## src/rtl/rvfi_order_serializer.sv

```systemverilog
// Reorders per-channel RVFI retire records into a single in-order stream.
// Records land in a slot addressed by their order and drain from next_order.
module rvfi_order_serializer #(
    parameter int NRET  = 2,
    parameter int XLEN  = 32,
    parameter int DEPTH = 4,
    localparam int AW   = $clog2(DEPTH)
) (
    input  logic                 clock,
    input  logic                 resetn,
    input  logic [NRET-1:0]      rvfi_valid,
    input  logic [64*NRET-1:0]   rvfi_order,
    input  logic [XLEN*NRET-1:0] rvfi_pc_rdata,
    input  logic [XLEN*NRET-1:0] rvfi_pc_wdata,
    output logic                 out_valid,
    input  logic                 out_ready,
    output logic [63:0]          out_order,
    output logic [XLEN-1:0]      out_pc_rdata,
    output logic [XLEN-1:0]      out_pc_wdata,
    output logic [AW:0]          occupancy,
    output logic                 err
);

    logic [DEPTH-1:0] full_q;
    logic [63:0]      ord_q   [DEPTH];
    logic [XLEN-1:0]  rdata_q [DEPTH];
    logic [XLEN-1:0]  wdata_q [DEPTH];
    logic [63:0]      next_q;
    logic             err_q;

    logic [AW-1:0]    head;
    logic             pop;
    logic [AW-1:0]    slot_c [NRET];
    logic [NRET-1:0]  acc;
    logic [NRET-1:0]  drop;

    assign head = next_q[AW-1:0];
    assign pop  = out_valid && out_ready;

    always_comb begin
        logic [63:0] ord;
        logic [63:0] diff;
        logic        inwin;
        logic        conflict;
        acc  = '0;
        drop = '0;
        for (int c = 0; c < NRET; c++) begin
            ord       = rvfi_order[c*64 +: 64];
            slot_c[c] = ord[AW-1:0];
        end
        for (int c = 0; c < NRET; c++) begin
            ord      = rvfi_order[c*64 +: 64];
            diff     = ord - next_q;
            inwin    = (ord >= next_q) && (diff < 64'(DEPTH));
            conflict = 1'b0;
            // lower channels win a shared slot whether or not they are accepted
            for (int j = 0; j < c; j++) begin
                if (rvfi_valid[j] && (slot_c[j] == slot_c[c])) begin
                    conflict = 1'b1;
                end
            end
            acc[c]  = rvfi_valid[c] && inwin && !full_q[slot_c[c]] && !conflict;
            drop[c] = rvfi_valid[c] && !acc[c];
        end
    end

    always_ff @(posedge clock or negedge resetn) begin
        if (!resetn) begin
            full_q <= '0;
            next_q <= '0;
            err_q  <= 1'b0;
            for (int s = 0; s < DEPTH; s++) begin
                ord_q[s]   <= '0;
                rdata_q[s] <= '0;
                wdata_q[s] <= '0;
            end
        end else begin
            if (pop) begin
                full_q[head] <= 1'b0;
                next_q       <= next_q + 64'd1;
            end
            for (int c = 0; c < NRET; c++) begin
                if (acc[c]) begin
                    full_q[slot_c[c]]  <= 1'b1;
                    ord_q[slot_c[c]]   <= rvfi_order[c*64 +: 64];
                    rdata_q[slot_c[c]] <= rvfi_pc_rdata[c*XLEN +: XLEN];
                    wdata_q[slot_c[c]] <= rvfi_pc_wdata[c*XLEN +: XLEN];
                end
            end
            if (|drop) begin
                err_q <= 1'b1;
            end
        end
    end

    always_comb begin
        occupancy = '0;
        for (int s = 0; s < DEPTH; s++) begin
            occupancy = occupancy + (AW+1)'(full_q[s]);
        end
    end

    assign out_valid    = full_q[head];
    assign out_order    = out_valid ? ord_q[head]   : '0;
    assign out_pc_rdata = out_valid ? rdata_q[head] : '0;
    assign out_pc_wdata = out_valid ? wdata_q[head] : '0;
    assign err          = err_q;

endmodule
```

## config.mk

```make
export PLATFORM = sky130hd
export DESIGN_NAME = rvfi_order_serializer
export DESIGN_NICKNAME = d
export VERILOG_FILES = /design/src/rtl/rvfi_order_serializer.sv
export SDC_FILE = /design/constraint.sdc
export NUM_CORES = 2
export LEC_CHECK = 0
export BUFFER_PORTS_ARGS = -buffer_cell sky130_fd_sc_hd__buf_2
export CAP_MARGIN = 30
export CORE_MARGIN = 4
export CORE_UTILIZATION = 45
export DETAILED_ROUTE_END_ITERATION = 6
export GPL_ROUTABILITY_DRIVEN = 0
export SLEW_MARGIN = 10
export SYNTH_ARGS = -nofsm -noshare
export SYNTH_HDL_FRONTEND = slang
export SYNTH_SLANG_ARGS = --single-unit
```

## constraint.sdc

```tcl
create_clock -name clock -period 9.4 [get_ports clock]
set_input_delay 0 -clock clock [delete_from_list [all_inputs] [get_ports clock]]
set_output_delay 0 -clock clock [all_outputs]
set_load 0.05 [all_outputs]
```

After elaboration in Yosys (flattened, before gate mapping) --
Cells that the tools add are included.
Storage, ports and cells: flip-flop bits (word level) 581, input bits 261, output and inout bits 133, logic and storage cells 114
Operators by class: $add $sub $neg 6, order comparisons 15, equal/unequal tests 1, multiplexer cells 48, bitwise operators 7, reductions and logical operators 22
Operator list (number):
- bitwise mux 128 bit | 4
- bitwise mux 256 bit | 2
- 2-to-1 mux 128 bit | 4
- 2-to-1 mux 256 bit | 2
- 2-to-1 mux 64 bit | 5
- demux 64 bit (select 2 bit) | 2
- 2-to-1 mux 32 bit | 8
- binary-select mux 32 bit (select 2 bit) | 2
- binary-select mux 64 bit (select 2 bit) | 1
- demux 32 bit (select 2 bit) | 2
- greater-or-equal comparator 64 bit | 2
- less-than comparator 64 x 3 -> 1 bit, second input constant | 2
- subtractor 64 bit | 2
- adder 64 x 1 -> 64 bit, second input constant | 1
- logical AND 1 bit | 16
- 2-to-1 mux 4 bit | 3
- greater-or-equal comparator 3 bit, second input constant | 3
- less-than comparator 2 x 3 -> 1 bit, second input constant | 3
- NOT 2 -> 3 bit | 3
- bitwise OR 4 bit | 2
- 2-to-1 mux 1 bit | 7
- binary-select mux 1 bit (select 2 bit) | 3
- demux 1 bit (select 2 bit) | 3
- greater-or-equal comparator 2 x 1 -> 1 bit, second input constant | 3
- 9 further kinds | 14

Logic depth before layout (Yosys ltp) --
word-level depth 11, mapped depth 20, gate-level depth less buffers 14

Worst setup path after synthesis --
OpenSTA, ideal clock, no wires.
path type register -> register, from register next_q[1], to register ord_q[121] in the netlist's numbering, arrival 5109 ps, path slack 4166 ps, cell stages (with the launch flop) 20, buffers on the path 5, path through dfrtp_1 -> buf_2 -> clkbuf_1 -> clkbuf_1 -> inv_1 -> ha_1 -> nand2b_1 -> a211oi_2 -> o21ai_0 -> a2111oi_0 -> o21ai_1 -> o31a_1 -> o21ai_0 -> xnor2_1 -> nand2_1 -> or4_1 -> nor3_1 -> buf_4 -> buf_4 -> mux2_2
On the way: word-level cells in the longest chain between the ends 8, elaborated cells on any way between the ends 16
RTL lines:
- start, declared | line 28 | logic [63:0] next_q;
- start signal, assigned | line 80 | next_q <= next_q + 64'd1;
- subtractor 64 bit | line 53 | diff = ord - next_q;
- less-than comparator 64 x 3 -> 1 bit | line 54 | inwin = (ord >= next_q) && (diff < 64'(DEPTH));
- logical AND 1 bit | line 54
- logical AND 1 bit (2 in a row) | line 62 | acc[c] = rvfi_valid[c] && inwin && !full_q[slot_c[c]] && !conflict;
- 2-to-1 mux 256 bit | line 83 | if (acc[c]) begin
- bitwise mux 256 bit | line 85 | ord_q[slot_c[c]] <= rvfi_order[c*64 +: 64];
- 2-to-1 mux 256 bit * | line 83
- end signal, assigned by index | line 85
- end, declared | line 25 | logic [63:0] ord_q [DEPTH];
Every way passes the cells marked *; elsewhere a longest branch is shown, timed or not. A chain may end at the register's enable or synchronous reset.

Final worst setup path --
from register next_q[1], to register rdata_q[100] in the netlist's numbering
On the way: word-level cells in the longest chain between the ends 8, elaborated cells on any way between the ends 16
RTL lines:
- subtractor 64 bit | line 53
- less-than comparator 64 x 3 -> 1 bit | line 54
- logical AND 1 bit | line 54
- logical AND 1 bit (2 in a row) | line 62
- 2-to-1 mux 128 bit | line 83
- bitwise mux 128 bit | line 86 | rdata_q[slot_c[c]] <= rvfi_pc_rdata[c*XLEN +: XLEN];
- 2-to-1 mux 128 bit * | line 83
- end signal, assigned by index | line 86
- end, declared | line 26 | logic [XLEN-1:0] rdata_q [DEPTH];
Marked as above.

==> metrics.md <==
| Metric | Value |
|---|---|
| Post-route ant nets | `0` |
| Initial DRC Count | `between 3,000 and 4,000` |
| Synth Area in Compound Gates | `9.16%` |
| Nets | `4,909` |
| Final Hold Fails | `0` |
| Worst skew pair latency | `around 0.65 ns` |
| Worst Setup SP | `next_q[1]` |
| TritonCTS Sinks | `581` |
| Status | `complete, but fails checks` |
| # rows | `112` |
| DRT Pass-1 Iters | `7` |
| TNS Setup | `0 ns` |
| Largest stage delay, worst path | `0.97 ns` |
| Most common cell on crit path | `a211oi_1` |
| Final wirelength | `around 140,000 µm` |
| Power share of the combinational group | `11.9%` |
| Final Setup Violations | `0` |
| Total track usage | `28.1%` |
| Largest family of logic cells by synthesized area | `multiplexers` |
| IO Pins | `394` |
| Tmin final | `7.19 ns` |
| CP delay by family, top | `simple AND/OR/NAND/NOR gates` |
| Final Skew | `0.0296 ns` |
| Fin. max-slew vios | `0` |
| Synth Flop Type | `dfrtp_1` |
| DRC viols | `1` |
| Synthesized flop and latch total | `581` |
| Clock share of power | `46.1%` |
| Vias in the first global route | `36,200` |
| Top-count cell post-synth | `mux2_2` |
| Synth warn | `0` |
| Top cells by area, synth | `dfrtp_1 (34%), mux2_2 (22%), mux4_2 (7.0%)` |
| Synth Net Count | `4,269` |
| Initial core utilization | `between 40 and 50%` |
| Utilization of the core after routing | `54.9%` |
| Post-CTS setup buffer count | `0` |
| Final instance area | `about 51,000 µm²` |
| H-tree levels | `3` |
| Sequential area share after synthesis | `between 30% and 40%` |
| Post-synthesis mux area share | `34.7%` |
| Post-synth EDFFs | `0` |
| DP HPWL | `about 97,000 µm` |
| Post_cts resized | `0` |
| Fin crit share | `76.4%` |
| Die ar. | `99,200 µm²` |
| Fmax | `139 MHz` |
| Critical path startpoint category | `flip-flop` |
| Slowest cell on the critical path | `and4_4` |
| Leakage | `24.7 nW` |
| Rel. slew slack | `25.0%` |
| Root buffer cell | `clkbuf_16` |
| Post-synthesis cell type with the largest combined area | `dfrtp_1` |
| Mean routed wirelength per cell | `24.2 µm` |
| Die H | `~310 µm` |
| CTS tree | `done` |
| Area Growth Syn to Fin | `21.0%` |
| Failing checks | `design-rule violations` |
| Xor/xnor cell area share of the yosys netlist | `2.48%` |
| CTS clk-pin slew, worst paths | `0.06 ns` |
| Adder-Cell Fraction of Synth Area | `4.00%` |
| Via Count | `35,100` |
| Placed standard-cell area | `45,100 µm²` |
| Vias per cell | `6.01` |
| Avg Cell Area, Syn | `10.9 µm²` |
| Reg-to-Reg Start | `next_q[1]` |
| Asr flop ratio synth | `100%` |
| I/O Buffers | `393` |
| Largest net degree at the start of global routing | `approximately 160` |
| Commonest cells post-synth | `mux2_2 (815), dfrtp_1 (581), nand2_1 (245)` |
| Switch share | `26.6%` |
| Simple-gate area share of the yosys netlist | `between 10% and 20%` |
| Worst ir drop on vdd | `between 0.1 and 0.15 mV` |
| Internal | `between 4 and 5 mW` |
| Max Cap Viol | `0` |
| RSZ-0062 raised after global routing | `no` |
| Grt ovf | `0` |
| Crit path buf inv count | `3` |
| WS Path Type | `reg -> reg` |
| Crit path arrival time | `7.72 ns` |
| Crit path max fanout | `46` |
| Initial antenna violation count | `15` |
| First-pass GRT wire length | `~220,000 µm` |
| Die Wd | `315 µm` |
| Worst setup EP type | `flip-flop` |
| Hold Path Class | `in -> async` |
| Core footprint | `93,500 µm²` |
| Maximum root-to-sink buffer count | `3` |
| Worst path cell trace | `inv_1 -> ha_1 -> nor2b_1 -> o211ai_1 -> a211oi_1 -> a211oi_1 -> o21ai_1 -> a21oi_1 -> xnor2_1 -> or4_1 -> a2111oi_2 -> and4_4 -> buf_4 -> mux2_2 -> mux2_1 -> dlygate4sd3_1` |
| CTS buffer count | `70` |
| Cell count after synthesis | `3,873` |
| Worst Path Required | `9.94 ns` |
| Power per cell area | `116 nW/µm²` |
| Sw power | `1.59 mW` |
| Layout cells sized above 1 | `34.5%` |
| Slew @ Worst Pin | `1.11 ns` |
| Yosys cell types | `92` |
| Sequential share of power | `between 40% and 50%` |
| Post-synth top area share | `34.3%` |
| Mapped Area | `42,400 µm²` |
routing by layer:
| metal | up-vias | GRT usage, % | wire length, µm |
|---|---|---|---|
| met5 | - | 0 | 55 |
| met3 | 365 | 5.39 | 10100 |
| met2 | 1427 | 46.1 | 66100 |
| li1 | 15800 | - | - |
| met4 | 8 | 9.98 | 5570 |
| met1 | 17500 | 37.3 | 59500 |
timing repair:
action                     4_1_cts  5_1_grt
hold endpoints to repair       586        0
setup endpoints to repair        0        0
hold buffers                   383        0
cells by family (layout without fill, tap and decap cells):
kind of cell	after synthesis	count (layout)
AO/OA/AOI/OAI	604	604
XOR/XNOR	120	120
adder cells (fa/ha/maj)	135	135
buffers and inverters	340	1032
flip-flops	581	581
multiplexers	1161	1161
other	0	12
AND/OR/NAND/NOR	932	932
per-stage QoR:
| stage | hold WS, ns | cells | total power, mW | worst slack (ns) |
|---|---|---|---|---|
| 6_report | 0.0246 | 5831 | 5.95 | 2.21 |
| 5_1_grt | 0.0415 | 5825 | 6.17 | 1.83 |
| 4_1_cts | 0.0203 | 5818 | 6.01 | 2.27 |
| 3_5_place_dp | 0.0207 | 5311 | 3.15 | 2.86 |
| 3_3_place_gp | 0.0342 | 5308 | 3.15 | 2.96 |
| 2_1_floorplan | -0.296 | 3873 | 2.84 | 4.17 |
power by group through the flow:
stage          registers [mW]  clock network [mW]  logic, mW
4_1_cts                  2.50                2.82      0.691
6_report                 2.50                2.75      0.707
5_1_grt                  2.50                2.92      0.757
3_3_place_gp             2.55                   0      0.601
2_1_floorplan            2.55                   0      0.293
3_5_place_dp             2.55                   0      0.599
placed cells by master (no fill, tap or decap), types with 20 or more instances in the layout:
master	n
nor3_1	63
nor4_1	31
mux2_1	143
o21ai_1	20
nand3_1	53
o21a_1	43
ha_1	134
o21ai_0	112
dlygate4sd3_1	382
dfrtp_1	579
xor2_1	26
mux2_4	54
xnor2_1	94
nand2_1	245
buf_4	24
or3_1	24
nor2_1	152
buf_2	393
a21oi_1	199
o211ai_1	30
mux4_2	130
and2_1	142
inv_1	97
clkbuf_16	71
nand4_1	101
mux2_2	815
final cells by class:
cell class	count	area [µm²]
inverters	97	364
fillers	8188	42100
well taps	1254	1570
repair buffers	811	6240
multi-input cells	2952	26300
flip-flops and latches	581	14500
clock inverters	18	216
diodes	12	30.0
clock buffers	106	2100
sequential cells by signal, indices dropped and copies added, names as in the netlist:
| name | flops |
|---|---|
| rdata_q | 128 |
| next_q | 64 |
| ord_q | 256 |
| err | 1 |
| wdata_q | 128 |
| full_q | 4 |
path summary, 6_finish.rpt:
path                                end  slack [ns]  cells after the start
max                        rdata_q[100]        2.21                     16
min                           ord_q[22]        0.02                      3
max reg2reg                rdata_q[100]        2.21                     16
min reg2reg                    ord_q[0]        0.47                      1
max in group asynchronous   wdata_q[98]        7.71                      4
min in group clock          wdata_q[86]        0.16                      3
tightest hold or removal path, delay by kind of cell:
family / cells / cell delay [ns]
buf+inv: 3 / 1.05
(Power assumes the default switching activity.)
